File: src/rtl/mcu_bus_pkg.sv
// Shared types and constants for the MCU memory-mapped bus arbiter.
package mcu_bus_pkg;

    localparam int ADDR_W_DEF = 32;
    localparam int DATA_W_DEF = 32;

    localparam logic [31:0] GPIO_BASE = 32'h0200_0000;

    typedef enum logic {
        IDLE = 1'b0,
        XFER = 1'b1
    } bus_state_t;

endpackage

File: src/rtl/mcu_bus_wait_timer.sv
// Counts cycles a slave request has been waiting; flags the forced-error point.
module mcu_bus_wait_timer #(
    parameter int TIMEOUT = 16
) (
    input  logic clk,
    input  logic rst_n,
    input  logic clear,
    input  logic enable,
    output logic expired
);

    localparam int CW = (TIMEOUT > 1) ? $clog2(TIMEOUT) : 1;

    logic [CW-1:0] wait_cnt;

    assign expired = (wait_cnt == CW'(TIMEOUT - 1));

    // Clear wins over counting; the count parks at its limit instead of wrapping.
    always_ff @(posedge clk or negedge rst_n) begin
        if (!rst_n) begin
            wait_cnt <= '0;
        end else if (clear) begin
            wait_cnt <= '0;
        end else if (enable && !expired) begin
            wait_cnt <= wait_cnt + 1'b1;
        end
    end

endmodule

File: src/rtl/mcu_bus_arbiter.sv
// Two-master round-robin bus arbiter with bounded lock and slave wait timeout.
module mcu_bus_arbiter
    import mcu_bus_pkg::*;
#(
    parameter int ADDR_W   = ADDR_W_DEF,
    parameter int DATA_W   = DATA_W_DEF,
    parameter int MAX_HOLD = 4,
    parameter int TIMEOUT  = 16
) (
    input  logic              clk,
    input  logic              rst_n,
    input  logic              m0_req,
    input  logic              m0_lock,
    input  logic [ADDR_W-1:0] m0_addr,
    input  logic [DATA_W-1:0] m0_wdata,
    input  logic              m0_we,
    output logic              m0_gnt,
    output logic              m0_ack,
    output logic              m0_err,
    input  logic              m1_req,
    input  logic              m1_lock,
    input  logic [ADDR_W-1:0] m1_addr,
    input  logic [DATA_W-1:0] m1_wdata,
    input  logic              m1_we,
    output logic              m1_gnt,
    output logic              m1_ack,
    output logic              m1_err,
    output logic [DATA_W-1:0] m_rdata,
    output logic              s_valid,
    output logic [ADDR_W-1:0] s_addr,
    output logic [DATA_W-1:0] s_wdata,
    output logic              s_we,
    input  logic [DATA_W-1:0] s_rdata,
    input  logic              s_ready,
    output logic              owner
);

    localparam int HW = (MAX_HOLD > 1) ? $clog2(MAX_HOLD) : 1;

    bus_state_t    state;
    logic          last_owner;
    logic [HW-1:0] hold_cnt;

    logic own_req;
    logic own_lock;
    logic expired;
    logic completion;
    logic stay_locked;
    logic pick;

    // Everything on the slave side follows the current owner, even when idle.
    assign own_req  = owner ? m1_req  : m0_req;
    assign own_lock = owner ? m1_lock : m0_lock;
    assign s_addr   = owner ? m1_addr  : m0_addr;
    assign s_wdata  = owner ? m1_wdata : m0_wdata;
    assign s_we     = owner ? m1_we    : m0_we;

    assign s_valid    = (state == XFER) && own_req;
    assign completion = s_valid && (s_ready || expired);

    assign m0_ack  = completion && !owner;
    assign m1_ack  = completion &&  owner;
    assign m0_err  = m0_ack && !s_ready;
    assign m1_err  = m1_ack && !s_ready;
    assign m_rdata = (completion && s_ready) ? s_rdata : '0;

    // A timed-out transfer never keeps the bus, whatever the lock says.
    assign stay_locked = s_ready && own_lock && (int'(hold_cnt) < MAX_HOLD - 1);

    // On a tie the master that did not own the bus last time wins.
    assign pick = (m0_req && m1_req) ? !last_owner : m1_req;

    mcu_bus_wait_timer #(
        .TIMEOUT (TIMEOUT)
    ) u_wait_timer (
        .clk     (clk),
        .rst_n   (rst_n),
        .clear   (!s_valid || completion),
        .enable  (s_valid && !completion),
        .expired (expired)
    );

    // Ownership FSM; grants are registered alongside the state they decode.
    always_ff @(posedge clk or negedge rst_n) begin
        if (!rst_n) begin
            state      <= IDLE;
            owner      <= 1'b0;
            last_owner <= 1'b1;
            hold_cnt   <= '0;
            m0_gnt     <= 1'b0;
            m1_gnt     <= 1'b0;
        end else begin
            case (state)
                IDLE: begin
                    if (m0_req || m1_req) begin
                        state    <= XFER;
                        owner    <= pick;
                        hold_cnt <= '0;
                        m0_gnt   <= !pick;
                        m1_gnt   <= pick;
                    end
                end
                XFER: begin
                    if (!own_req || (completion && !stay_locked)) begin
                        state      <= IDLE;
                        last_owner <= owner;
                        m0_gnt     <= 1'b0;
                        m1_gnt     <= 1'b0;
                    end else if (completion) begin
                        hold_cnt <= hold_cnt + 1'b1;
                    end
                end
                default: begin
                    state <= IDLE;
                end
            endcase
        end
    end

endmodule

File: config.mk
export PLATFORM = sky130hd
export DESIGN_NAME = mcu_bus_arbiter
export DESIGN_NICKNAME = d
export VERILOG_FILES = /design/src/rtl/mcu_bus_pkg.sv /design/src/rtl/mcu_bus_wait_timer.sv /design/src/rtl/mcu_bus_arbiter.sv
export SDC_FILE = /design/constraint.sdc
export NUM_CORES = 1
export LEC_CHECK = 0
export CORE_AREA = 2 2 106 108
export DETAILED_ROUTE_END_ITERATION = 10
export DIE_AREA = 0 0 108 110
export PLACE_DENSITY = 0.64
export SLEW_MARGIN = 40
export SYNTH_ARGS = -nofsm -noshare
export SYNTH_HDL_FRONTEND = slang
export SYNTH_SLANG_ARGS = --single-unit
File: constraint.sdc
create_clock -name clk -period 3.9 [get_ports clk]
set_input_delay 0.975 -clock clk [delete_from_list [all_inputs] [get_ports clk]]
set_output_delay 0.975 -clock clk [all_outputs]
set_load 0.05 [all_outputs]
==> flow_results.xml, run 1 <==
<?xml version="1.0" encoding="UTF-8"?>
<metrics>
  <group name="outcome">
    <metric name="status" unit="">complete, no violations</metric>
  </group>
  <group name="drt">
    <metric name="route.detailed.drc" unit="">0</metric>
    <metric name="vias_after_detailed_routing" unit="">2360</metric>
    <metric name="drtPass1Iterations" unit="">4</metric>
    <metric name="routed_wirelength" unit="um">9240</metric>
    <metric name="ant_nets" unit="">0</metric>
    <metric name="routed_via_density" unit="">4.10</metric>
    <metric name="per_cell_routed_wire_length" unit="um">16.0</metric>
    <metric name="drt_iter0_drc" unit="">92</metric>
  </group>
  <group name="synthesis">
    <metric name="postSynth.asyncResetShare" unit="%">100</metric>
    <metric name="ys.flop_type" unit="">dfrtp_1</metric>
    <metric name="synth_cell_type_count" unit="">33</metric>
    <metric name="synth_area" unit="um^2">1670</metric>
    <metric name="synth.avg_cell_area" unit="um^2">9.93</metric>
    <metric name="post_synth_inst_count" unit="">168</metric>
    <metric name="yosys.area.top_type_share" unit="%">43.9</metric>
    <metric name="synth-seq-area-share" unit="%">16.6</metric>
    <metric name="synth_nets" unit="">339</metric>
    <metric name="yosys_warnings" unit="">0</metric>
    <metric name="netlist_top_cells_area" unit="">mux2_2, dfrtp_1, and2_4</metric>
    <metric name="synth-seq-cells" unit="">11</metric>
    <metric name="synth_enable_flop_cells" unit="">0</metric>
    <metric name="cell_accounting_for_the_most_synthesized_area" unit="">mux2_2</metric>
  </group>
  <group name="critical_path">
    <metric name="worst_path_largest_cell_delay" unit="ns">0.57</metric>
    <metric name="worst_path_max_delay_cell" unit="">clkdlybuf4s50_1</metric>
    <metric name="critical_path_peak_fanout" unit="">7</metric>
    <metric name="setup.worst_path.start_class" unit="">input port</metric>
    <metric name="worstPathRequired" unit="ns">2.92</metric>
    <metric name="critical_path.cell_chain" unit="">clkdlybuf4s50_1 &gt; mux2_4 &gt; nand2_1 &gt; nor4_1 &gt; buf_12</metric>
    <metric name="worstSetupEndpointType" unit="">primary output</metric>
    <metric name="crit_type" unit="">input port to primary output</metric>
    <metric name="critical_path.top_delay_family" unit="">buffers and inverters</metric>
    <metric name="critical_path_arrival" unit="ns">2.62</metric>
    <metric name="worst-path-buf-inv" unit="">2</metric>
  </group>
  <group name="global_route">
    <metric name="grt_pass1_vias" unit="">2467</metric>
    <metric name="grt_first_pass_wirelength" unit="um">12600</metric>
    <metric name="globalRouteTotalUtil" unit="%">13.7</metric>
    <metric name="grt_overflow" unit="">0</metric>
    <metric name="grt_max_degree" unit="">33</metric>
    <metric name="antenna_found_initial" unit="">0</metric>
  </group>
  <group name="finish">
    <metric name="flow.area_growth_from_synthesis" unit="%">196</metric>
    <metric name="num-fill-cells" unit="">1012</metric>
    <metric name="layout-drive-gt1-share" unit="%">31.4</metric>
    <metric name="num_antenna_cells" unit="">0</metric>
    <metric name="final-seq-area" unit="um^2">278</metric>
    <metric name="finish.net_count" unit="">608</metric>
    <metric name="final_design_area_no_fill" unit="um^2">4940</metric>
    <metric name="multiInputGateArea" unit="um^2">1300</metric>
  </group>
  <group name="clocking">
    <metric name="cts_tree" unit="">yes</metric>
    <metric name="postCtsSetupBuffers" unit="">0</metric>
    <metric name="worstSkewPairLatency" unit="ns">0.24</metric>
    <metric name="tritoncts_num_sinks" unit="">11</metric>
    <metric name="htree_levels" unit="">1</metric>
    <metric name="cts_hold_buffers" unit="">0</metric>
    <metric name="clock_tree.buffer_depth" unit="">2</metric>
    <metric name="cts_root_buf" unit="">clkbuf_8</metric>
    <metric name="num_cts_buffers" unit="">3</metric>
    <metric name="clkTransAtPathRegs" unit="ns">0.05</metric>
    <metric name="post_cts.resized_instances" unit="">0</metric>
  </group>
  <group name="floorplan">
    <metric name="dieArea" unit="um^2">11900</metric>
    <metric name="top_level_ports" unit="">274</metric>
    <metric name="floorplan.die.height" unit="um">110</metric>
    <metric name="core_area" unit="um^2">10700</metric>
    <metric name="floorplan.rows" unit="">38</metric>
    <metric name="floorplan.die.width" unit="um">108</metric>
    <metric name="initial_core_util" unit="%">15.6</metric>
  </group>
  <group name="timing">
    <metric name="clock_skew_after_layout" unit="ns">0.00533</metric>
    <metric name="layout_worst_path_cycle_share" unit="%">92.2</metric>
    <metric name="max_slew.worst_pin.slew" unit="ns">0.657</metric>
    <metric name="post-route-min-period" unit="ns">3.59</metric>
    <metric name="final_hold_viols" unit="">0</metric>
    <metric name="maxSlewHeadroom" unit="%">56.0</metric>
    <metric name="drv_slew" unit="">0</metric>
    <metric name="setup_viol" unit="">0</metric>
    <metric name="fmax" unit="MHz">278</metric>
    <metric name="grt_setup_unrepaired" unit="">no</metric>
    <metric name="final.setup.tns" unit="ns">0</metric>
  </group>
  <group name="worst_hold_path">
    <metric name="timing.hold.worst.class" unit="">flip-flop to flip-flop</metric>
  </group>
  <group name="placement">
    <metric name="dpl.hpwl" unit="um">8100</metric>
    <metric name="numPortBuffers" unit="">273</metric>
    <metric name="globalplace.congestion" unit="">0.691</metric>
    <metric name="detailed_place.area" unit="um^2">4890</metric>
  </group>
  <group name="power">
    <metric name="power_density" unit="nW/um^2">573</metric>
    <metric name="cellLeakagePower" unit="nW">1.93</metric>
    <metric name="irDropWorstVdd" unit="mV">0.407</metric>
  </group>
  <group name="job">
    <metric name="cap_violations" unit="">0</metric>
  </group>
</metrics>
-- cell usage in the layout (no fill, tap or decap), types with 2 or more instances in the layout --
| cell type | Yosys | layout |
|---|---|---|
| nand3_1 | 4 | 4 |
| inv_1 | 4 | 4 |
| ha_1 | 2 | 2 |
| and2_4 | 22 | 22 |
| clkdlybuf4s50_1 | 0 | 236 |
| nor2_1 | 5 | 5 |
| clkbuf_8 | 0 | 3 |
| nand2_1 | 5 | 5 |
| o21ai_0 | 3 | 3 |
| and2_1 | 10 | 10 |
| buf_4 | 0 | 3 |
| buf_12 | 0 | 37 |
| mux2_4 | 2 | 2 |
| mux2_2 | 65 | 65 |
| o22ai_1 | 2 | 2 |
| mux2i_1 | 3 | 3 |
| nor2b_1 | 2 | 2 |
| dfrtp_1 | 10 | 9 |
-- kinds of logic after synthesis --
group,synth area share [%]
buffers and inverters,6.00
XOR/XNOR,1.05
flip-flops,16.6
AO/OA/AOI/OAI,4.65
adder cells (fa/ha/maj),1.50
multiplexers,47.5
AND/OR/NAND/NOR,22.7
-- through the flow --
| step | setup WS (ns) | total power [mW] | utilization, % | hold WS [ns] | std cells |
|---|---|---|---|---|---|
| after floorplan | 0.138 | 1.82 | - | 0.433 | 168 |
| after global placement | 0.330 | 2.72 | 45.7 | 0.447 | 572 |
| after detailed placement | 0.294 | 2.73 | 45.7 | 0.461 | 572 |
| after CTS | 0.299 | 2.86 | 46.1 | 0.468 | 576 |
| after global routing | 0.205 | 2.95 | 46.1 | 0.499 | 576 |
| final | 0.306 | 2.83 | 46.1 | 0.468 | 576 |
-- worst paths after layout --
path | startpoint | to | slack [ns] | cells past startpoint
min in group asynchronous | rst_n | u_wait_timer.wait_cnt[0] | 1.06 | 1
setup / recovery | m1_req | m0_err | 0.31 | 5
hold / removal | u_wait_timer.wait_cnt[0] | u_wait_timer.wait_cnt[0] | 0.47 | 1
max in group asynchronous | rst_n | owner | 2.48 | 1
hold reg to reg | u_wait_timer.wait_cnt[0] | u_wait_timer.wait_cnt[0] | 0.47 | 1
setup reg to reg | owner | last_owner | 1.95 | 4
-- cells in the mapped netlist, types with 3 or more instances --
cell type / count
buf_2: 8
and2_1: 10
nand3_1: 4
mux2_2: 65
and2_4: 22
o21ai_0: 3
nand2_1: 5
dfrtp_1: 10
mux2i_1: 3
inv_1: 4
buf_6: 4
nor2_1: 5
-- report_power, final --
group,internal [mW],switching [mW],total [mW],leakage (nW)
clock network,0.0718,0.0436,0.115,0.0228
registers,0.154,0.0907,0.245,0.141
logic,1.06,1.41,2.47,1.77
total,1.29,1.54,2.83,1.93
-- registers in the layout (all words and copies together) (netlist names) --
name / flops
u_wait_timer.wait_cnt: 4
hold_cnt: 2
last_owner: 1
m0_gnt: 1
m1_gnt: 1
owner: 1
state: 1
-- final cells by class --
class	instances	area share (%)
timing repair buffer	276	63.3
multi-input combinational	141	26.3
sequential	11	5.63
tap	140	3.55
clock buffer	4	0.913
inverter	4	0.304
-- metal layers --
metal / up-vias / track usage, % / share of wire, %
met5: - / 0 / 0
met4: 0 / 2.93 / 1.0
met3: 7 / 4.76 / 12
met2: 151 / 26.5 / 53
met1: 1074 / 14.3 / 34
li1: 1128 / - / -
Power figures use the tool's default switching activity.
==> run 2, diff against run 1 <==
--- a/config.mk
+++ b/config.mk
@@ -8,6 +8,7 @@
 export CORE_AREA = 2 2 106 108
 export DETAILED_ROUTE_END_ITERATION = 10
 export DIE_AREA = 0 0 108 110
+export HOLD_SLACK_MARGIN = 0.08
 export PLACE_DENSITY = 0.64
 export SLEW_MARGIN = 40
 export SYNTH_ARGS = -nofsm -noshare
==> results of run 2 <==
No change in the layout: final DEF, timing and power equal those of run 1.
==> run 3, diff against run 2 <==
--- a/config.mk
+++ b/config.mk
@@ -10,7 +10,7 @@
 export DIE_AREA = 0 0 108 110
 export HOLD_SLACK_MARGIN = 0.08
 export PLACE_DENSITY = 0.64
-export SLEW_MARGIN = 40
+export SLEW_MARGIN = 20
 export SYNTH_ARGS = -nofsm -noshare
 export SYNTH_HDL_FRONTEND = slang
 export SYNTH_SLANG_ARGS = --single-unit
==> results of run 3 <==
No change in the layout: final DEF, timing and power equal those of run 1.
